`src/rtl/axis_snooper_trunc.sv`:
```
// axis_snooper_trunc
// Watches a monitored AXI-Stream link and copies each packet into a buffer
// handed out by the ping-pong packet memory. Packets longer than the buffer
// are truncated (length still counted), packets arriving while no buffer is
// held are dropped and counted, and the write port has a selectable
// latency of one or two register stages.

module axis_snooper_trunc #(
    parameter int DATA_WIDTH          = 64,
    parameter int ADDR_WIDTH          = 9,
    parameter int INC_WIDTH           = 8,
    parameter int LEN_WIDTH           = 16,
    parameter int CNT_WIDTH           = 32,
    parameter int PESS                = 0,
    parameter int ENABLE_BACKPRESSURE = 0
) (
    input  logic                    clk,
    input  logic                    rst_n,
    input  logic [DATA_WIDTH-1:0]   sn_TDATA,
    input  logic [DATA_WIDTH/8-1:0] sn_TKEEP,
    input  logic                    sn_TVALID,
    input  logic                    sn_TREADY,
    input  logic                    sn_TLAST,
    output logic                    sn_bp_TREADY,
    output logic [ADDR_WIDTH-1:0]   sn_addr,
    output logic [DATA_WIDTH-1:0]   sn_wr_data,
    output logic                    sn_wr_en,
    output logic [INC_WIDTH-1:0]    sn_byte_inc,
    output logic                    sn_done,
    output logic [LEN_WIDTH-1:0]    pkt_len,
    output logic                    truncated,
    input  logic                    rdy_for_sn,
    output logic                    rdy_for_sn_ack,
    output logic                    packet_dropped_inc,
    output logic [CNT_WIDTH-1:0]    drop_count
);

    localparam int KEEP_WIDTH = DATA_WIDTH / 8;

    typedef enum logic [1:0] {
        ST_WAIT,
        ST_ARMED,
        ST_CAPTURE,
        ST_DROP
    } state_t;

    // Number of set byte enables in one beat.
    function automatic logic [INC_WIDTH-1:0] popcount(input logic [KEEP_WIDTH-1:0] keep);
        logic [INC_WIDTH-1:0] count;
        count = '0;
        for (int i = 0; i < KEEP_WIDTH; i++) begin
            count = count + INC_WIDTH'(keep[i]);
        end
        return count;
    endfunction

    state_t state;
    state_t state_nxt;

    // The index carries one extra bit so "buffer full" is simply its MSB.
    logic [ADDR_WIDTH:0]   word_idx;
    logic [ADDR_WIDTH:0]   word_idx_nxt;
    logic [LEN_WIDTH-1:0]  len_acc;
    logic [LEN_WIDTH-1:0]  len_acc_nxt;
    logic                  trunc_acc;
    logic                  trunc_acc_nxt;

    logic                  beat;
    logic [INC_WIDTH-1:0]  beat_bytes;
    logic                  in_range;
    logic [LEN_WIDTH:0]    len_sum;
    logic [LEN_WIDTH-1:0]  len_sat;
    logic                  trunc_now;

    logic                  wr_en_c;
    logic                  done_c;
    logic                  drop_c;
    logic                  ack_c;
    logic                  done_busy;

    // First write-port stage.
    logic                  s1_wr_en;
    logic [ADDR_WIDTH-1:0] s1_addr;
    logic [DATA_WIDTH-1:0] s1_wr_data;
    logic [INC_WIDTH-1:0]  s1_byte_inc;
    logic                  s1_done;
    logic [LEN_WIDTH-1:0]  s1_pkt_len;
    logic                  s1_truncated;

    logic                  drop_inc_r;
    logic [CNT_WIDTH-1:0]  drop_count_r;

    // Ready towards the source: only withheld while waiting for a buffer
    // when backpressure is enabled.
    always_comb begin
        sn_bp_TREADY = sn_TREADY;
        if ((ENABLE_BACKPRESSURE != 0) && (state == ST_WAIT)) begin
            sn_bp_TREADY = 1'b0;
        end
    end

    assign beat = sn_TVALID && sn_bp_TREADY;

    // Per-beat byte count, buffer-space test and saturating length sum.
    always_comb begin
        beat_bytes = popcount(sn_TKEEP);
        in_range   = ~word_idx[ADDR_WIDTH];
        len_sum    = {1'b0, len_acc} + (LEN_WIDTH + 1)'(beat_bytes);
        len_sat    = len_sum[LEN_WIDTH] ? '1 : len_sum[LEN_WIDTH-1:0];
        trunc_now  = trunc_acc | ~in_range;
    end

    // A completion still travelling through the write pipe holds off the next
    // buffer ack, so a new buffer is never taken before the old one is closed.
    assign done_busy = s1_done | sn_done;

    // Next-state, capture bookkeeping and one-cycle strobes.
    always_comb begin
        state_nxt     = state;
        word_idx_nxt  = word_idx;
        len_acc_nxt   = len_acc;
        trunc_acc_nxt = trunc_acc;
        wr_en_c       = 1'b0;
        done_c        = 1'b0;
        drop_c        = 1'b0;
        ack_c         = 1'b0;

        case (state)
            ST_WAIT: begin
                if (beat) begin
                    drop_c = 1'b1;
                    if (!sn_TLAST) begin
                        state_nxt = ST_DROP;
                    end
                end else if (rdy_for_sn && !done_busy) begin
                    ack_c     = 1'b1;
                    state_nxt = ST_ARMED;
                end
            end

            ST_ARMED, ST_CAPTURE: begin
                if (beat) begin
                    state_nxt     = ST_CAPTURE;
                    len_acc_nxt   = len_sat;
                    trunc_acc_nxt = trunc_now;
                    if (in_range) begin
                        wr_en_c      = 1'b1;
                        word_idx_nxt = word_idx + (ADDR_WIDTH + 1)'(1);
                    end
                    if (sn_TLAST) begin
                        done_c        = 1'b1;
                        state_nxt     = ST_WAIT;
                        word_idx_nxt  = '0;
                        len_acc_nxt   = '0;
                        trunc_acc_nxt = 1'b0;
                    end
                end
            end

            ST_DROP: begin
                if (beat && sn_TLAST) begin
                    state_nxt = ST_WAIT;
                end
            end

            default: begin
                state_nxt = ST_WAIT;
            end
        endcase
    end

    assign rdy_for_sn_ack = ack_c;

    // State and capture-progress registers.
    always_ff @(posedge clk or negedge rst_n) begin
        if (!rst_n) begin
            state     <= ST_WAIT;
            word_idx  <= '0;
            len_acc   <= '0;
            trunc_acc <= 1'b0;
        end else begin
            state     <= state_nxt;
            word_idx  <= word_idx_nxt;
            len_acc   <= len_acc_nxt;
            trunc_acc <= trunc_acc_nxt;
        end
    end

    // First write-port stage; completion info travels alongside the last write.
    always_ff @(posedge clk or negedge rst_n) begin
        if (!rst_n) begin
            s1_wr_en     <= 1'b0;
            s1_addr      <= '0;
            s1_wr_data   <= '0;
            s1_byte_inc  <= '0;
            s1_done      <= 1'b0;
            s1_pkt_len   <= '0;
            s1_truncated <= 1'b0;
        end else begin
            s1_wr_en     <= wr_en_c;
            s1_done      <= done_c;
            s1_pkt_len   <= done_c ? len_sat : '0;
            s1_truncated <= done_c & trunc_now;
            if (wr_en_c) begin
                s1_addr     <= word_idx[ADDR_WIDTH-1:0];
                s1_wr_data  <= sn_TDATA;
                s1_byte_inc <= beat_bytes;
            end
        end
    end

    generate
        if (PESS != 0) begin : g_pess
            logic                  s2_wr_en;
            logic [ADDR_WIDTH-1:0] s2_addr;
            logic [DATA_WIDTH-1:0] s2_wr_data;
            logic [INC_WIDTH-1:0]  s2_byte_inc;
            logic                  s2_done;
            logic [LEN_WIDTH-1:0]  s2_pkt_len;
            logic                  s2_truncated;

            // Extra register stage for timing-pessimistic memory paths.
            always_ff @(posedge clk or negedge rst_n) begin
                if (!rst_n) begin
                    s2_wr_en     <= 1'b0;
                    s2_addr      <= '0;
                    s2_wr_data   <= '0;
                    s2_byte_inc  <= '0;
                    s2_done      <= 1'b0;
                    s2_pkt_len   <= '0;
                    s2_truncated <= 1'b0;
                end else begin
                    s2_wr_en     <= s1_wr_en;
                    s2_addr      <= s1_addr;
                    s2_wr_data   <= s1_wr_data;
                    s2_byte_inc  <= s1_byte_inc;
                    s2_done      <= s1_done;
                    s2_pkt_len   <= s1_pkt_len;
                    s2_truncated <= s1_truncated;
                end
            end

            assign sn_wr_en    = s2_wr_en;
            assign sn_addr     = s2_addr;
            assign sn_wr_data  = s2_wr_data;
            assign sn_byte_inc = s2_byte_inc;
            assign sn_done     = s2_done;
            assign pkt_len     = s2_pkt_len;
            assign truncated   = s2_truncated;
        end else begin : g_direct
            assign sn_wr_en    = s1_wr_en;
            assign sn_addr     = s1_addr;
            assign sn_wr_data  = s1_wr_data;
            assign sn_byte_inc = s1_byte_inc;
            assign sn_done     = s1_done;
            assign pkt_len     = s1_pkt_len;
            assign truncated   = s1_truncated;
        end
    endgenerate

    // Dropped-packet pulse and saturating counter, one cycle after the beat.
    always_ff @(posedge clk or negedge rst_n) begin
        if (!rst_n) begin
            drop_inc_r   <= 1'b0;
            drop_count_r <= '0;
        end else begin
            drop_inc_r <= drop_c;
            if (drop_c && (drop_count_r != '1)) begin
                drop_count_r <= drop_count_r + CNT_WIDTH'(1);
            end
        end
    end

    assign packet_dropped_inc = drop_inc_r;
    assign drop_count         = drop_count_r;

endmodule

```
`config.mk`:
```
export PLATFORM = sky130hd
export DESIGN_NAME = axis_snooper_trunc
export DESIGN_NICKNAME = d
export VERILOG_FILES = /design/src/rtl/axis_snooper_trunc.sv
export SDC_FILE = /design/constraint.sdc
export NUM_CORES = 1
export LEC_CHECK = 0
export ABC_AREA = 1
export CAP_MARGIN = 10
export CORE_MARGIN = 2
export CORE_UTILIZATION = 40
export CTS_BUF_LIST = sky130_fd_sc_hd__clkbuf_2
export DETAILED_ROUTE_END_ITERATION = 10
export PLACE_DENSITY = 0.71
export SKIP_CTS_REPAIR_TIMING = 1
export SYNTH_ARGS = -nofsm -noshare
export SYNTH_HDL_FRONTEND = slang
export SYNTH_SLANG_ARGS = --single-unit
```
`constraint.sdc`:
```
create_clock -name clk -period 1.8 [get_ports clk]
set_clock_uncertainty 0.1 [all_clocks]
set_input_delay 0.54 -clock clk [delete_from_list [all_inputs] [get_ports clk]]
set_output_delay 0.54 -clock clk [all_outputs]
set_load 0.05 [all_outputs]
```
==> results of run 1 <==
[metal layers]
layer / GRT usage / routed length (um)
met1: 0.2637 / 9521
met2: 0.3495 / 12150
met3: 0.04628 / 1146
met4: 0.08494 / 726
met5: 0 / 0
[cell type report]
cell class | instances | area (um2)
diodes | 1 | 2.502
clock buffers | 18 | 90.09
clock inverters | 14 | 151.4
fillers | 1334 | 5649
inverters | 77 | 309.0
multi-input cells | 708 | 3657
flip-flops and latches | 158 | 3993
well taps | 260 | 325.3
repair buffers | 333 | 4653
[cell usage in the layout (no fill, tap or decap), types with 6 or more instances in the layout]
cell type and n:
a21oi_1 6, inv_1 62, nand2_4 6, nor2_2 8, nor2_1 62, buf_6 15
clkdlybuf4s50_1 72, nand3_1 27, nand3_2 10, ha_1 8, nand2_2 21, xnor2_1 15
o21ai_1 11, inv_2 10, xor2_1 10, dfrtp_1 127, nand2_1 433, clkbuf_2 19
dfrtp_2 31, o21ai_0 25, buf_12 138, clkbuf_16 8, buf_4 94, nor2_4 9
[worst max-delay path by stage]
stage	from	to	slack, ns	cells past startpoint
after detailed placement	sn_TKEEP[0]	len_acc[5]	-2.95	19
after global placement	sn_TKEEP[0]	len_acc[8]	-2.87	19
after CTS	sn_TKEEP[0]	pkt_len[15]	-2.14	18
after floorplan	sn_TKEEP[0]	len_acc[5]	-2.35	19
final	sn_TKEEP[3]	len_acc[5]	-1.93	20
after global routing	sn_TKEEP[3]	len_acc[5]	-1.93	20
[flip-flops by register name, indices dropped and copies added, names as in the netlist]
| register | cells |
|---|---|
| sn_wr_data | 64 |
| drop_count | 32 |
| len_acc | 16 |
| pkt_len | 16 |
| word_idx | 10 |
| sn_addr | 9 |
| sn_byte_inc | 4 |
| state | 2 |
| packet_dropped_inc | 1 |
| sn_done | 1 |
| sn_wr_en | 1 |
| trunc_acc | 1 |
| truncated | 1 |
[cells by family after synthesis]
| kind of cell | count (synthesis) |
|---|---|
| AND/OR/NAND/NOR | 601 |
| flip-flops | 158 |
| buffers and inverters | 108 |
| AO/OA/AOI/OAI | 61 |
| XOR/XNOR | 26 |
| adder cells (fa/ha/maj) | 16 |
| other | 1 |
[power by group]
part	total [uW]	switching [uW]	internal (uW)
clock	1980	1420	557
combinational	10500	5620	4930
sequential	5640	1070	4570
total	18200	8120	10000
[critical path, delay by kind of cell]
family	cells	cell delay [ns]
compound gates	1	0.09
buf+inv	6	0.46
simple gates	7	0.61
fa+ha+maj	6	2.58
[per-stage QoR]
stage	worst slack (ns)	instances	instance area [um2]	utilization	hold slack [ns]
after global routing	-1.933	1569	13180	0.7000	0.04416
after global placement	-2.872	1471	11910	0.6325	0.3676
after CTS	-2.138	1503	12150	0.6453	-0.5126
after floorplan	-2.353	974	7838	-	0.1444
after detailed placement	-2.953	1471	11910	0.6325	0.3745
final	-1.928	1569	13180	0.7000	0.1300
==> out/results.tsv, run 1 <==
stage	metric	value	unit
grt	first-pass GRT wire length	33.93	mm
final_layout	Syn-to-layout area delta	70.77	%
flow_run	max-cap viol count	0	
synth	share of the synthesized area in the top cell type	0.5122	
floorplanning	Die ar.	20420	um2
synth	Main synth FF type	dfrtp_1	
floorplanning	Initial Utilization	0.4099	
sta	ratio of final minimum period to clock period	2.071	
synth	mux cell area share after synthesis	0	
detailed_routing	WL final	23.54	mm
synth	largest family of logic cells by synthesized area	simple AND/OR/NAND/NOR gates	
clock_network	clock latency on the worst-skew pair	0.74	ns
power_and_ir_drop	static leakage	0.006410	uW
synth	Adder-Cell Fraction of Synth Area	0.03080	
detailed_routing	ANT nets after route	0	
worst_setup_path	crit path cell chain	buf_6 -> fa_1 -> inv_1 -> fa_1 -> fa_1 -> inv_2 -> ha_4 -> fa_2 -> inv_2 -> fa_2 -> inv_2 -> nand3_2 -> nand2_2 -> nand2_4 -> nor2_4 -> nand2_4 -> buf_12 -> nand3_4 -> nand2_1 -> o21ai_1	
synth	Synth Area in Compound Gates	0.04247	
synth	Post-Syn Area	7719	um2
detailed_routing	drt wl/cell	15.00	um
detailed_routing	initial DRC count	319	
worst_setup_path	CP endpoint kind	register	
worst_setup_path	Critical Path Start Type	primary input	
clock_network	CTS tree	built	
run_status	status	finished, violations left	
detailed_routing	Via-to-Cell Ratio	4.804	
worst_setup_path	CP arrival	4.28	ns
power_and_ir_drop	pwr dens	1378	nW/um2
clock_network	total CTS buffers	17	
worst_setup_path	R2R depth	13	
sta	post-route setup TNS	-90.20	ns
detailed_routing	First-pass DRT Iterations	5	
clock_network	CTS sink count	158	
worst_setup_path	slowest stage cell, crit path	fa_2	
clock_network	CTS root buffer	clkbuf_2	
detailed_routing	drc violations	0	
grt	largest net degree at the start of global routing	87	
worst_setup_path	RR Endpoint	len_acc[5]	
synth	ys async rst share	1.000	
floorplanning	num ports	213	
sta	min cycle time layout	3.728	ns
synth	count leader, synth	nand2_1	
floorplanning	core footprint	18830	um2
grt	total grt overflow	0	
floorplanning	row count	50	
worst_setup_path	slowest stage delay, CP	0.54	ns
worst_setup_path	r2r setup slk	-0.32	ns
grt	gr usage total	0.2093	
sta	Fin. Hold Viols	0	
synth	Warnings, synthesis	0	
synth	Syn Inst Count	971	
sta	fmax	268.2	MHz
synth	post-synth cell types	40	
placement	HPWL after detailed placement	15.52	mm
run_status	failing checks	setup timing	
synth	Syn Area/Cell	7.949	um2
sta	Final WS setup	-1.928	ns
floorplanning	die extent in x	142.9	um
synth	top cells by area, synth	dfrtp_1 51%, nand2_1 22%, inv_1 3.6%	
synth	most common library cells after synthesis	452 x nand2_1, 158 x dfrtp_1, 73 x inv_1	
worst_setup_path	worst endpoint required time	2.35	ns
placement	GPL Wtd Cong	0.9092	
grt	initial antenna violation count	1	
clock_network	CTS clk-pin slew, worst paths	0.28	ns
power_and_ir_drop	total power	18160	uW
detailed_routing	vias	7538	
clock_network	htree depth	4	
synth	sequential area share after synthesis	0.5122	
grt	number of global-route vias before repair	6997	
synth	post-synthesis xor/xnor area fraction	0.02950	
worst_setup_path	CP Class	primary input to register	
clock_network	clk buf depth	2	
final_layout	share of layout cells above drive strength 1	0.3203	
synth	post-synthesis simple-gate area fraction	0.3211	
worst_setup_path	crit-path max FO	6	
synth	Yosys reg bits	158	
sta	Slew Limit Fails	0	
floorplanning	die span in y	142.9	um
final_layout	Nets	1389	
synth	number of synthesized flops with an enable pin	0	
worst_setup_path	reg-to-reg startpoint	len_acc[0]	
sta	number of setup violations in the final report	190	
min_path	Min-Delay Path Class	primary input to async pin	
power_and_ir_drop	VDD IR max	1223	uV
synth	area leader, netlist	dfrtp_1	
sta	unrepaired setup endpoints after global routing	true	
placement	PortBufs	208	
Power figures use the tool's default switching activity.
==> run 2: changes to the inputs <==
- ABC_AREA: 1 -> unset
- CTS_CLUSTER_DIAMETER: unset -> 40
- PLACE_DENSITY: 0.71 -> 0.7
- clock period: 1.8 -> 4.7 ns (I/O delays scaled with it)
==> run 2 against run 1 <==
Compared with the run above:
- the run still ends with setup timing left
- via count shrank 21%
- cell area is 24% lower
- register-to-register slack improved by 2.4 ns
- critical endpoint unchanged
- largest cell class is now flip-flops and latches
- highest routed layer unchanged
==> out/results.tsv, run 2 <==
stage	metric	value	unit	change
power_and_ir_drop	static leakage	0.004747	uW	was 0.006410 uW
grt	total grt overflow	0		unchanged
synth	count leader, synth	nand2_1		unchanged
worst_setup_path	CP Class	primary input to register		unchanged
detailed_routing	WL final	18.27	mm	was 23.54 mm
synth	area leader, netlist	dfrtp_1		unchanged
floorplanning	Die ar.	19030	um2	was 20420 um2
clock_network	total CTS buffers	17		unchanged
worst_setup_path	crit-path max FO	5		was 6
clock_network	CTS sink count	158		unchanged
run_status	failing checks	setup timing		unchanged
synth	sequential area share after synthesis	0.5508		was 0.5122
sta	Slew Limit Fails	0		unchanged
min_path	Min-Delay Path Class	register to register		was primary input to async pin
floorplanning	core footprint	17420	um2	was 18830 um2
worst_setup_path	CP arrival	5.39	ns	was 4.28 ns
min_path	critical hold path startpoint	sn_wr_data[1]		
placement	HPWL after detailed placement	12.91	mm	was 15.52 mm
worst_setup_path	crit path cell chain	buf_6 -> fa_1 -> inv_2 -> fa_1 -> fa_1 -> inv_1 -> ha_2 -> fa_1 -> inv_2 -> fa_2 -> nor2b_2 -> o21ai_2 -> a2111o_1 -> buf_6 -> a41o_1 -> a21oi_1		was buf_6 -> fa_1 -> inv_1 -> fa_1 -> fa_1 -> inv_2 -> ha_4 -> fa_2 -> inv_2 -> fa_2 -> inv_2 -> nand3_2 -> nand2_2 -> nand2_4 -> nor2_4 -> nand2_4 -> buf_12 -> nand3_4 -> nand2_1 -> o21ai_1
final_layout	Inserted Diodes	0		was 1
sta	Final WS setup	-0.1915	ns	was -1.928 ns
final_layout	commonest non-fill, non-tap cell in the layout	nand2_1		unchanged
final_layout	non-filler cells, final	1208		was 1569
detailed_routing	drt wl/cell	15.12	um	was 15.00 um
final_layout	share of layout cells above drive strength 1	0.1109		was 0.3203
grt	met1 usage	0.2584		was 0.2637
synth	top cells by area, synth	dfrtp_1 55%, nand2_1 13%, xnor2_1 3.4%		was dfrtp_1 51%, nand2_1 22%, inv_1 3.6%
floorplanning	die span in y	138.0	um	was 142.9 um
sta	fmax	204.4	MHz	
synth	Syn Inst Count	748		was 971
grt	first-pass GRT wire length	28.98	mm	was 33.93 mm
synth	post-synth cell types	57		was 40
worst_setup_path	Critical Path Start Type	primary input		unchanged
worst_setup_path	cell family with most CP delay	adder cells		unchanged
grt	gr usage total	0.1938		was 0.2093
grt	Top Usage Layer GRT	met2		unchanged
worst_setup_path	CP endpoint kind	register		unchanged
final_layout	Nets	1065		was 1389
placement	placement-stage cell area	9637	um2	was 11910 um2
sta	Slew @ Worst Pin	0.8243	ns	
grt	M2 GR Usage	0.3119		was 0.3495
clock_network	htree depth	4		unchanged
synth	post-synthesis xor/xnor area fraction	0.04881		was 0.02950
placement	PortBufs	208		unchanged
clock_network	CTS root buffer	clkbuf_2		unchanged
synth	mux cell area share after synthesis	0.007495		was 0
detailed_routing	initial DRC count	350		was 319
worst_setup_path	slowest stage cell, crit path	fa_1		was fa_2
synth	share of the synthesized area in the top cell type	0.5508		was 0.5122
final_layout	Largest register FFs	64		unchanged
synth	Yosys reg bits	158		unchanged
detailed_routing	First-pass DRT Iterations	5		unchanged
synth	ys async rst share	1.000		unchanged
synth	number of synthesized flops with an enable pin	0		unchanged
synth	most common library cells after synthesis	257 x nand2_1, 158 x dfrtp_1, 36 x nor2_1		was 452 x nand2_1, 158 x dfrtp_1, 73 x inv_1
worst_setup_path	R2R depth	10		was 13
grt	number of global-route vias before repair	5758		was 6997
grt	initial antenna violation count	0		was 1
final_layout	Finished Cell Area	9976	um2	was 13180 um2
clock_network	CTS clk-pin slew, worst paths	0.19	ns	was 0.28 ns
detailed_routing	vias	5924		was 7538
sta	ratio of final minimum period to clock period	1.041		
sta	unrepaired setup endpoints after global routing	true		unchanged
placement	GPL Wtd Cong	0.8134		was 0.9092
synth	Warnings, synthesis	0		unchanged
synth	Synth Area in Compound Gates	0.07826		was 0.04247
floorplanning	row count	48		was 50
synth	post-synthesis simple-gate area fraction	0.2440		was 0.3211
floorplanning	num ports	213		unchanged
synth	largest family of logic cells by synthesized area	simple AND/OR/NAND/NOR gates		unchanged
power_and_ir_drop	VDD IR max	363.3	uV	was 1223 uV
clock_network	CTS tree	built		unchanged
sta	Fin. Hold Viols	0		unchanged
synth	Post-Syn Area	7178	um2	was 7719 um2
worst_setup_path	CP dominant cell by count	fa_1		
grt	largest net degree at the start of global routing	78		was 87
sta	Slew headroom	0.4505		
power_and_ir_drop	pwr dens	540.4	nW/um2	was 1378 nW/um2
final_layout	Syn-to-layout area delta	38.98	%	was 70.77%
final_layout	commonest cells after routing, fill and taps aside	257 x nand2_1, 202 x clkdlybuf4s50_1, 158 x dfrtp_1		was 433 x nand2_1, 138 x buf_12, 127 x dfrtp_1
detailed_routing	drc violations	0		unchanged
floorplanning	Initial Utilization	0.4121		was 0.4099
min_path	Hold Path Depth	2		
worst_setup_path	CP bufs+invs	5		was 6
worst_setup_path	Crit path depth	16		was 20
flow_run	max-cap viol count	0		unchanged
sta	post-route setup TNS	-1.421	ns	was -90.20 ns
synth	Main synth FF type	dfrtp_1		unchanged
placement	dpl cells	1174		was 1471
worst_setup_path	worst endpoint required time	5.20	ns	was 2.35 ns
clock_network	clock latency on the worst-skew pair	0.70	ns	was 0.74 ns
clock_network	clk buf depth	2		unchanged
floorplanning	die extent in x	138.0	um	was 142.9 um
sta	number of setup violations in the final report	24		was 190
synth	Syn Area/Cell	9.596	um2	was 7.949 um2
run_status	status	finished, violations left		unchanged
sta	min cycle time layout	4.892	ns	
detailed_routing	Via-to-Cell Ratio	4.904		was 4.804
detailed_routing	ANT nets after route	0		unchanged
worst_setup_path	reg-to-reg startpoint	state[0]		was len_acc[0]
grt	grt met3 use	0.05629		was 0.04628
worst_setup_path	RR Endpoint	word_idx[4]		was len_acc[5]
worst_setup_path	r2r setup slk	2.10	ns	was -0.32 ns
worst_setup_path	slowest stage delay, CP	0.54	ns	about the same
synth	Adder-Cell Fraction of Synth Area	0.03312		was 0.03080
min_path	Worst Hold End	sn_wr_data[1]		
[run 2: cell type report]
cell class | count | area (um2)
inverters | 24 | 90.09
clock buffers | 19 | 95.09
repair buffers | 238 | 2346
fillers | 1546 | 7441
well taps | 225 | 281.5
clock inverters | 12 | 146.4
multi-input cells | 532 | 3063
flip-flops and latches | 158 | 3954
[run 2: cells by family after synthesis]
logic type / Yosys count
compound gates: 89
xor+xnor: 40
fa+ha+maj: 16
buf+inv: 61
flops: 158
mux: 5
other cells: 1
simple gates: 378
[run 2: power breakdown]
| group | internal (uW) | switching [uW] | leakage [uW] |
|---|---|---|---|
| Clock | 294 | 475 | 0.000149 |
| Sequential | 1690 | 205 | 0.00208 |
| Combinational | 910 | 1820 | 0.00251 |
| Total | 2900 | 2500 | 0.00475 |
[run 2: metrics by stage]
stage | setup slack, ns | power [uW] | hold slack (ns) | utilization
after global placement | -1.110 | 4587 | 0.3566 | 0.5533
after floorplan | -0.5737 | 3649 | 0.3596 | -
after global routing | -0.1828 | 5717 | 0.4227 | 0.5728
after detailed placement | -1.184 | 4630 | 0.3609 | 0.5533
final | -0.1915 | 5391 | 0.3975 | 0.5728
after CTS | -0.3845 | 5412 | 0.4078 | 0.5672
[run 2: worst max path at each step]
stage | from | to | slack [ns]
5_1_grt | sn_TKEEP[3] | len_acc[5] | -0.18
2_1_floorplan | sn_TKEEP[0] | len_acc[5] | -0.57
4_1_cts | sn_TKEEP[0] | len_acc[9] | -0.38
3_5_place_dp | sn_TKEEP[0] | len_acc[15] | -1.18
6_report | sn_TKEEP[3] | len_acc[5] | -0.19
3_3_place_gp | sn_TKEEP[0] | len_acc[10] | -1.11
[run 2: metal layers]
layer | part of all wire | wire, um | vias up
li1 | - | - | 2907
met3 | 0.074 | 1348 | 13
met1 | 0.44 | 8024 | 2817
met2 | 0.48 | 8750 | 187
met5 | 0 | 0 | -
met4 | 0.0080 | 147 | 0
[run 2: worst register-to-register path: stages, from the launching register on]
cell and delay [ns]:
dfrtp_1 0.40, inv_1 0.06, ha_1 0.33, and3_1 0.18
buf_4 0.22, nand2_1 0.09, buf_4 0.28, inv_1 0.22
nor2_1 0.42, o21ai_0 0.16, o21ai_1 0.10
==> run 3: changes to the inputs <==
- CTS_CLUSTER_DIAMETER: 40 -> unset
- SLEW_MARGIN: unset -> 10
==> results of run 3 <==
No change in the layout: final DEF, timing and power equal those of run 2.
